==> config.mk <==
export PLATFORM = sky130hd
export DESIGN_NAME = gf16_inv_ti_stage2
export DESIGN_NICKNAME = d
export VERILOG_FILES = /design/src/rtl/gf16_inv_ti_stage2.sv
export SDC_FILE = /design/constraint.sdc
export NUM_CORES = 1
export LEC_CHECK = 0
export ABC_AREA = 1
export CORE_MARGIN = 2
export CORE_UTILIZATION = 43
export CTS_BUF_LIST = sky130_fd_sc_hd__clkbuf_16
export CTS_CLUSTER_DIAMETER = 40
export CTS_CLUSTER_SIZE = 20
export DETAILED_ROUTE_END_ITERATION = 7
export GPL_ROUTABILITY_DRIVEN = 0
export GPL_TIMING_DRIVEN = 0
export PLACE_DENSITY = 0.77
export SLEW_MARGIN = 20
export SYNTH_ARGS = -nofsm -noshare
export SYNTH_HDL_FRONTEND = slang
export SYNTH_SLANG_ARGS = --single-unit
export TNS_END_PERCENT = 10
==> constraint.sdc <==
create_clock -name ClkxCI -period 1.4 [get_ports ClkxCI]
set_input_delay 0.28 -clock ClkxCI [delete_from_list [all_inputs] [get_ports ClkxCI]]
set_output_delay 0.28 -clock ClkxCI [all_outputs]
set_load 0.01 [all_outputs]
==> src/rtl/gf16_inv_ti_stage2.sv <==
// gf16_inv_ti_stage2: TI glitch-barrier register for four GF(2^4) shares, then mask refresh and compression to three shares
module gf16_inv_ti_stage2 #(
  parameter int W     = 4,
  parameter int CNT_W = 16
) (
  input  logic             ClkxCI,
  input  logic             RstxRI,
  input  logic             FlushxSI,
  input  logic             InValidxSI,
  output logic             InReadyxSO,
  input  logic [W-1:0]     XxDI0,
  input  logic [W-1:0]     XxDI1,
  input  logic [W-1:0]     XxDI2,
  input  logic [W-1:0]     XxDI3,
  input  logic             RndValidxSI,
  output logic             RndReadyxSO,
  input  logic [W-1:0]     RndxDI,
  output logic             OutValidxSO,
  input  logic             OutReadyxSI,
  output logic [W-1:0]     QxDO0,
  output logic [W-1:0]     QxDO1,
  output logic [W-1:0]     QxDO2,
  output logic [CNT_W-1:0] CntxDO
);
  logic [W-1:0]     r_a0, r_a1, r_a2, r_a3;
  logic [W-1:0]     r_q0, r_q1, r_q2;
  logic             r_avalid, r_ovalid;
  logic [CNT_W-1:0] r_cnt;
  logic             w_advb, w_cap, w_xfer;
  // Handshakes depend only on state and valid/ready lines, never on share data.
  assign w_advb      = !FlushxSI & r_avalid & RndValidxSI & (!r_ovalid | OutReadyxSI);
  assign InReadyxSO  = !FlushxSI & (!r_avalid | w_advb);
  assign RndReadyxSO = w_advb;
  assign w_cap       = InValidxSI & InReadyxSO;
  assign w_xfer      = !FlushxSI & r_ovalid & OutReadyxSI;
  assign OutValidxSO = r_ovalid;
  assign QxDO0       = r_q0;
  assign QxDO1       = r_q1;
  assign QxDO2       = r_q2;
  assign CntxDO      = r_cnt;
  always_ff @(posedge ClkxCI or posedge RstxRI)
    if (RstxRI) begin
      r_avalid <= 1'b0;
      r_ovalid <= 1'b0;
    end else begin
      r_avalid <= !FlushxSI & (w_cap | (r_avalid & !w_advb));
      r_ovalid <= !FlushxSI & (w_advb | (r_ovalid & !OutReadyxSI));
    end
  // Share registers load only on their enables so idle cycles cause no toggling.
  always_ff @(posedge ClkxCI or posedge RstxRI)
    if (RstxRI) begin
      r_a0 <= '0;
      r_a1 <= '0;
      r_a2 <= '0;
      r_a3 <= '0;
    end else if (w_cap) begin
      r_a0 <= XxDI0;
      r_a1 <= XxDI1;
      r_a2 <= XxDI2;
      r_a3 <= XxDI3;
    end
  always_ff @(posedge ClkxCI or posedge RstxRI)
    if (RstxRI) begin
      r_q0 <= '0;
      r_q1 <= '0;
      r_q2 <= '0;
    end else if (w_advb) begin
      r_q0 <= r_a0 ^ RndxDI;
      r_q1 <= r_a1 ^ r_a3;
      r_q2 <= r_a2 ^ RndxDI;
    end
  always_ff @(posedge ClkxCI or posedge RstxRI)
    if (RstxRI) r_cnt <= '0;
    else if (w_xfer) r_cnt <= r_cnt + CNT_W'(1);
endmodule

Yosys cells after proc, flatten, opt, wreduce, memory -nomap -nowiden
Index checks and enable logic that the tools add are counted.
- word-level logic and storage cells: 34
- input port bits: 26
- output and inout bits: 31
- flip-flop bits (word level): 46
- bitwise gates (word level): 18
- $add $sub $neg: 1
- reductions and logical operators: 5
- operators by type and width (kind ; count):
    adder 16 x 1 -> 16 bit (second input constant) ; 1
    XOR 4 bit ; 3
    AND 1 bit ; 11
    zero test 1 bit ; 5
    bitwise OR 1 bit ; 4

Depth between registers and ports, before layout
Gate-level depths: netlist of run 1.
- depth in word-level cells: 9
- depth in mapped cells: 8
- gate-level depth less buffers: 7

Least setup slack after synthesis of run 1
Ideal clock, no wire load.
- path kind: register -> output
- start: reg r_avalid
- end: out InReadyxSO
- data required time: 1120 ps
- stages on the path, launching flop included: 6
- data arrival time: 1086 ps
- setup slack: 34 ps
- buffers on the path: 1
- cell sequence: dfrtp_1 nand2_1 nor2_2 nand2_4 clkbuf_1 a21oi_1
- longest elaborated chain between the ends: 5
- elaborated cells between the ends (all ways): 6
- classes of those cells: bitwise (5); reduce/logical (1)
- ends and longest elaborated chain (item ; line ; text):
    start, declared ; 27 ; logic r_avalid, r_ovalid;
    start signal, assigned ; 46 ; r_avalid <= !FlushxSI & (w_cap | (r_avalid & !w_advb));
    AND 1 bit (3 in series) ; 31 ; assign w_advb = !FlushxSI & r_avalid & RndValidxSI & (!r_ovalid | OutReadyxSI);
    bitwise OR 1 bit (*) ; 32 ; assign InReadyxSO = !FlushxSI & (!r_avalid | w_advb);
    AND 1 bit (*) ; 32 ;
    end, declared ; 10 ; output logic InReadyxSO,
Mark *: on every way between the ends. The rest lies on a longest branch, timed or not.

Final worst setup path of run 1
- start: reg r_ovalid (netlist: OutValidxSO)
- end: out InReadyxSO
- longest elaborated chain between the ends: 5
- ends and longest elaborated chain (item ; line ; text):
    start, declared ; 27 ;
    start signal, assigned ; 47 ; r_ovalid <= !FlushxSI & (w_advb | (r_ovalid & !OutReadyxSI));
    zero test 1 bit ; 31 ;
    bitwise OR 1 bit ; 31 ;
    AND 1 bit ; 31 ;
    bitwise OR 1 bit ; 32 ;
    AND 1 bit ; 32 ;
No other way between the ends.

==> summary.md, run 1 <==
| Metric | Value |
|---|---|
| Logic pwr share | between 20% and 30% |
| Clock tree buffer depth | 2 |
| Post-Synth XOR/XNOR Area | under 10% |
| Avg Inst Size Synth | approximately 8.9 um^2 |
| Compound-gate portion of the synthesized area | under 10% |
| Commonest cells after routing, fill and taps aside | nand2_1 (78), dfrtp_1 (44), dlygate4sd2_1 (32) |
| YS warnings | 0 |
| Pin count of the biggest net entering global routing | 36 |
| Routed via count | ~1,900 |
| Die Width | approximately 75 um |
| Die height | between 70 and 80 um |
| # DRC | 0 |
| TritonCTS clock tree | yes |
| Post-synthesis adder-cell area fraction | less than 1% |
| Clk_lat worst skew | between 0.2 and 0.3 ns |
| Leakage power | 1.536 nW |
| Final ANT Viol Nets | 0 |
| Syn Inst Count | between 200 and 250 |
| Avg Vias per Cell | about 5.0 |
| Grt ovf | 0 |
| Die Area | approximately 5600 um^2 |
| Antenna violations before repair | 0 |
| VDD IR max | roughly 530 uV |
| WP data required | ~1.1 ns |
| Int Power | about 2.6 mW |
| Seq pwr share | between 40% and 50% |
| Max_cap viols | 0 |
| Flop-to-flop setup slack | -0.12 ns |
| CP Class | flip-flop to output port |
| Area delta synth->final | 43.46% |
| Rows | 25 |
| Starting density of the core | between 40 and 50% |
| Vias in the first global route | ~1,800 |
| Final Critical Period | 1.590 ns |
| Worst hold path type | input port to asynchronous set/reset pin |
| Worst setup margin | -0.1895 ns |
| Setup crit end kind | output port |
| P_sw | between 1 and 1.5 mW |
| Mux cell area share after synthesis | 0% |
| Yosys reg bits | 46 |
| CP Launch Type | flip-flop |
| Core Util, Final | 64.63% |
| FILL cells | 381 |
| Worst-path cell chain | nand2_2 > nand2_4 > buf_8 > a21oi_4 > buf_6 |
| Most common cell after layout, fill and taps aside | nand2_1 |
| Routed Wire Length | roughly 5.2 mm |
| First-pass GRT wire length | slightly above 8 mm |
| Detailed placement HPWL | 3.591 mm |
| Skew final | between 0.003 and 0.004 ns |
| Routed length per instance | approximately 13 um |
| Final cell count without fillers | 383 |
| Cells after DPL | 363 |
| Final hold viol count | 0 |
| Initial DRC count | about 140 |
| Antenna cells | 0 |
| Final nets | 342 |
| Clk root buf | clkbuf_16 |
| Slew HR | a little over two thirds |
| CP max stage delay | 0.43 ns |
| Clock sink count | between 40 and 50 |
| Cell area power density | roughly 1200 nW/um^2 |
| Clock transition at path regs | about 0.060 ns |
| GRT Total Usage | roughly a fifth |
| Drt pass-1 iters | 4 |
| Simple-gate share of the synthesized area | 28.21% |
| DP Worst Slack | -1.006 ns |
| Hold WS | roughly 0.25 ns |
| Synth cell types | 23 |
| Core area | approximately 4800 um^2 |
| Share of cells above drive strength 1 | between 10% and 20% |
| Post-Synthesis Cell Area | ~2100 um^2 |
| RSZ-0062 raised after global routing | true |
| Critical-path top delay cell | dfrtp_1 |
| Largest family of logic cells by synthesized area | simple AND/OR/NAND/NOR gates |
| Failing checks | setup timing |
| Hold buffer count at CTS | 0 |
| H-tree Lvls | 2 |
| Final worst-path cycle share | 113.5% |
| Setup-failing EPs final | 15 |
| Fmax | roughly 0.63 GHz |
| Post-synthesis net count | ~270 |
| Seq/Total Area, Yosys | a little over half |
| Clock power frac | about a third |
| # port buffers | between 50 and 60 |
| Num CTS Buffers | 5 |
| Sw Share | between 20% and 30% |
| Maximum fanout along the worst path | 4 |
| Tightest Pin Transition | 0.4386 ns |
| CP Data Arrival Time | 1.31 ns |
| Io pins | between 50 and 60 |
| Final Slew Violations | 0 |
| Outcome | finished with violations |
worst paths after layout:
kind,depth (start not counted),end,startpoint
setup reg to reg,9,OutValidxSO$_DFF_PP0_,r_avalid$_DFF_PP0_
setup / recovery,5,InReadyxSO,OutValidxSO$_DFF_PP0_
max in group asynchronous,3,CntxDO[7]$_DFFE_PP0P_,RstxRI
hold / removal,2,CntxDO[2]$_DFFE_PP0P_,RstxRI
hold reg to reg,2,QxDO0[1]$_DFFE_PP0P_,QxDO0[1]$_DFFE_PP0P_
min in group ClkxCI,3,r_avalid$_DFF_PP0_,InValidxSI
through the flow:
stage | area [um^2] | TNS (ns) | power, mW
CTS | 3022 | -0.5774 | 3.728
finish | 3073 | -0.7084 | 3.740
floorplan | 2142 | 0 | 2.142
global route | 3073 | -2.255 | 3.917
detailed placement | 2796 | -17.26 | 2.633
global placement | 2776 | -56.27 | 2.594
final cells by class:
class                           instances  area, um^2  share of cell area [%]
Buffer                                  7       52.55                   1.710
Clock buffer                            5       125.1                   4.072
Clock inverter                          3       25.02                  0.8143
Inverter                               19       71.32                   2.321
Multi-Input combinational cell        168       927.1                   30.17
Sequential cell                        46        1154                   37.54
Tap cell                               67       83.83                   2.728
Timing Repair Buffer                   68       634.4                   20.64
registers in the layout, indices dropped and copies added, names as in the netlist:
register and cells:
r_a1 4, r_avalid 1, QxDO1 4, QxDO2 4, OutValidxSO 1, QxDO0 4
r_a3 4, r_a0 4, r_a2 4, CntxDO 16
cells by family after synthesis:
group,Yosys count
fa+ha+maj,1
compound gates,16
flops,46
buf+inv,26
simple gates,130
xor+xnor,21
power by group through the flow:
stage / registers (mW) / logic (mW) / clock network, mW
2_1_floorplan: 1.80 / 0.345 / 0
5_1_grt: 1.75 / 0.917 / 1.25
4_1_cts: 1.72 / 0.809 / 1.20
6_report: 1.72 / 0.831 / 1.19
3_5_place_dp: 1.75 / 0.880 / 0
3_3_place_gp: 1.74 / 0.854 / 0
critical path, delay by kind of cell (launching register included):
kind,cells,cell delay (ns)
DFF,1,0.43
buffers and inverters,2,0.24
AOI/OAI and AO/OA,1,0.13
and+or+nand+nor,2,0.22
timing repair:
item	CTS	global route
setup buffers	12	1
setup endpoints to repair	68	25
resized for setup	51	15
pin swaps	3	5
Yosys cell counts:
cell / count / share of area, %
nand2_1: 80 / 14
dfrtp_1: 46 / 54
nand4_1: 22 / 6.4
inv_1: 18 / 3.2
xnor2_1: 16 / 6.5
nor2_1: 13 / 2.3
o21ai_0: 13 / 3.0
nand3_1: 7 / 1.6
xor2_1: 5 / 2.0
a21oi_1: 3 / 0.70
clkbuf_1: 3 / 0.53
nand2_4: 2 / 1.1
nand3b_1: 2 / 0.70
buf_1: 1 / 0.18
buf_2: 1 / 0.23
buf_4: 1 / 0.35
buf_6: 1 / 0.53
ha_1: 1 / 0.58
inv_2: 1 / 0.18
nand3_2: 1 / 0.47
nand3_4: 1 / 0.82
nor2_2: 1 / 0.29
nor2_4: 1 / 0.53
per-layer routing:
metal / up-vias / GRT usage (%) / wire length (um)
li1: 930 / - / -
met1: 917 / 27.11 / 2389
met2: 55 / 30.38 / 2488
met3: 6 / 3.388 / 221
met4: 0 / 6.349 / 61
met5: - / 0 / 0
(Power assumes the default switching activity.)
==> run 2: changes to the inputs <==
==> constraint.sdc (replaced) <==
create_clock -name ClkxCI -period 1.4 [get_ports ClkxCI]
set_input_delay 0.28 -clock ClkxCI [delete_from_list [all_inputs] [get_ports ClkxCI]]
set_output_delay 0.28 -clock ClkxCI [all_outputs]
set_load 0.1 [all_outputs]
==> run 2 against run 1 <==
Effect of this change:
- the run still ends with setup timing left
- non-clock buffer count fell by 5
- global-route usage rose by 0.50 points
- highest routed layer unchanged
- flip-flop and latch count did not move
- final cell count fell by 1.3%
- first-iteration DRC count fell by 15%
- fmax fell by 8.4%
- wire length fell by 1.7%
- worst setup slack got worse by 0.15 ns
- utilization fell by 0.079 points
- clock power rose by 10%
- critical endpoint unchanged
- die area did not move
- critical path type unchanged
==> summary.md, run 2 (same netlist as run 1, synthesis figures left out) <==
| Metric | Value |
|---|---|
| Worst hold path type | input port to asynchronous set/reset pin |
| Leakage power | roughly 1.5 nW |
| Clock transition at path regs | ~0.06 ns |
| TritonCTS clock tree | yes |
| Initial DRC count | about 120 |
| Largest register FFs | 16 |
| Most frequent CP cell | nand2_4 |
| Worst setup path startpoint | r_avalid$_DFF_PP0_ |
| CP Data Arrival Time | 1.46 ns |
| Worst setup margin | -0.3358 ns |
| Die height | roughly 75 um |
| Io pins | 57 |
| Final Critical Period | 1.736 ns |
| Antenna cells | 0 |
| Rows | 25 |
| Cell area power density | around 1600 nW/um^2 |
| Detailed placement HPWL | ~3.6 mm |
| Clock tree buffer depth | 2 |
| H-tree Lvls | 2 |
| RR Startpoint | OutValidxSO$_DFF_PP0_ |
| Hold buffer count at CTS | 0 |
| Avg Vias per Cell | approximately 5 |
| Skew final | between 0.004 and 0.005 ns |
| Clk root buf | clkbuf_16 |
| Slew HR | approximately two thirds |
| Num CTS Buffers | 5 |
| Worst-path cell chain | nand2_4 > nor2_4 > nand2_4 > clkbuf_16 > a21oi_4 > buf_12 |
| Final ANT Viol Nets | 0 |
| FILL cells | between 400 and 500 |
| Antenna violations before repair | 0 |
| Max_cap viols | 0 |
| RSZ-0062 raised after global routing | true |
| Setup-failing EPs final | 19 |
| Area delta synth->final | 43.28% |
| Final Slew Violations | 0 |
| Routed Wire Length | between 5 and 6 mm |
| Starting density of the core | between 40% and 50% |
| Final nets | 337 |
| Pin count of the biggest net entering global routing | 34 |
| Final worst-path cycle share | 124.0% |
| Core area | between 4000 and 5000 um^2 |
| WP data required | 1.12 ns |
| CP Launch Type | flip-flop |
| Final hold viol count | 0 |
| Clk_lat worst skew | 0.28 ns |
| # DRC | 0 |
| Total Power | roughly 5.0 mW |
| Failing checks | setup timing |
| Die Width | around 75 um |
| Critical-path top delay cell | dfrtp_2 |
| Cell family with most CP delay | flip-flops |
| First-pass GRT wire length | a little over 8 mm |
| Routed via count | 1,853 |
| CP Class | flip-flop to output port |
| FF-to-FF End | CntxDO[13]$_DFFE_PP0P_ |
| Clock sink count | 46 |
| Vias in the first global route | 1,748 |
| Share of cells above drive strength 1 | 25.72% |
| Tightest Pin Transition | 0.4924 ns |
| Maximum fanout along the worst path | 4 |
| Die Area | between 5000 and 6000 um^2 |
| CP max stage delay | approximately 0.40 ns |
| Most common cell after layout, fill and taps aside | nand2_1 |
| Reg2Reg Depth | 9 |
| Buf/Inv on CP | 2 |
| Commonest cells after routing, fill and taps aside | nand2_1 (77), dfrtp_1 (34), nand4_1 (22) |
| Outcome | finished with violations |
| Flop-to-flop setup slack | -0.18 ns |
| VDD IR max | approximately 780 uV |
| Drt pass-1 iters | 4 |
| # port buffers | 55 |
| Setup crit end kind | output port |
| Fmax | between 0.5 and 0.6 GHz |
| Fin Setup TNS | -2.380 ns |
| Grt ovf | 0 |
| GRT Total Usage | 19.77% |
| DP Worst Slack | -1.544 ns |
| Routed length per instance | about 13 um |
run 2: cell type report:
cell class	instances	area, um^2	share of cell area, %
clock inverter	3	41.29	1.345
clock buffer	5	125.1	4.077
timing repair buffer	63	545.5	17.77
buffer	7	61.31	1.998
tap	67	83.83	2.731
multi-input combinational	168	953.4	31.06
inverter	19	75.07	2.446
sequential	46	1184	38.57
run 2: worst max path at each step:
stage	to	slack (ns)	cells past startpoint
floorplan	InReadyxSO	-0.43	4
global placement	InReadyxSO	-1.54	6
detailed placement	InReadyxSO	-1.54	6
CTS	InReadyxSO	-0.30	6
global route	InReadyxSO	-0.37	6
finish	InReadyxSO	-0.34	6
run 2: metrics by stage:
step,std cells,hold WS [ns],cell area [um^2],util [%]
floorplan,240,0.3395,2233,-
global placement,362,0.4664,2868,60.32
detailed placement,363,0.4732,2888,60.74
CTS,376,0.2720,3037,63.87
global route,378,0.3318,3069,64.55
finish,378,0.2630,3069,64.55
run 2: repair_timing:
item | CTS | global route
gates cloned | 0 | 0
pin swaps | 5 | 4
setup buffers | 5 | 2
resized for setup | 189 | 6
setup endpoints to repair | 70 | 25
run 2: metal layers:
layer,track usage (%),vias to the layer above,part of all wire (%)
li1,-,918,-
met1,26.71,875,45
met2,31.56,53,48
met3,3.252,7,4.5
met4,8.532,0,1.8
met5,0,-,0
run 2: worst reg2reg max path: stages (launching register included):
cell and delay [ns]:
dfrtp_4 0.42, buf_4 0.12, buf_4 0.11, nand2_1 0.05
nor2_1 0.23, nand2_1 0.15, nor2_2 0.21, nand3_1 0.09
nand2_1 0.07, inv_1 0.04
run 2: report_power, final:
part / switching (mW) / leakage, nW / internal, mW
combinational: 1.49 / 0.813 / 0.436
clock: 0.474 / 0.0812 / 0.835
sequential: 0.197 / 0.569 / 1.58
==> run 3: changes to the inputs <==
Settings changed: CTS_CLUSTER_SIZE 20 to 16.
==> results of run 3 <==
The final DEF is identical to that of run 2; final timing and power are the same.
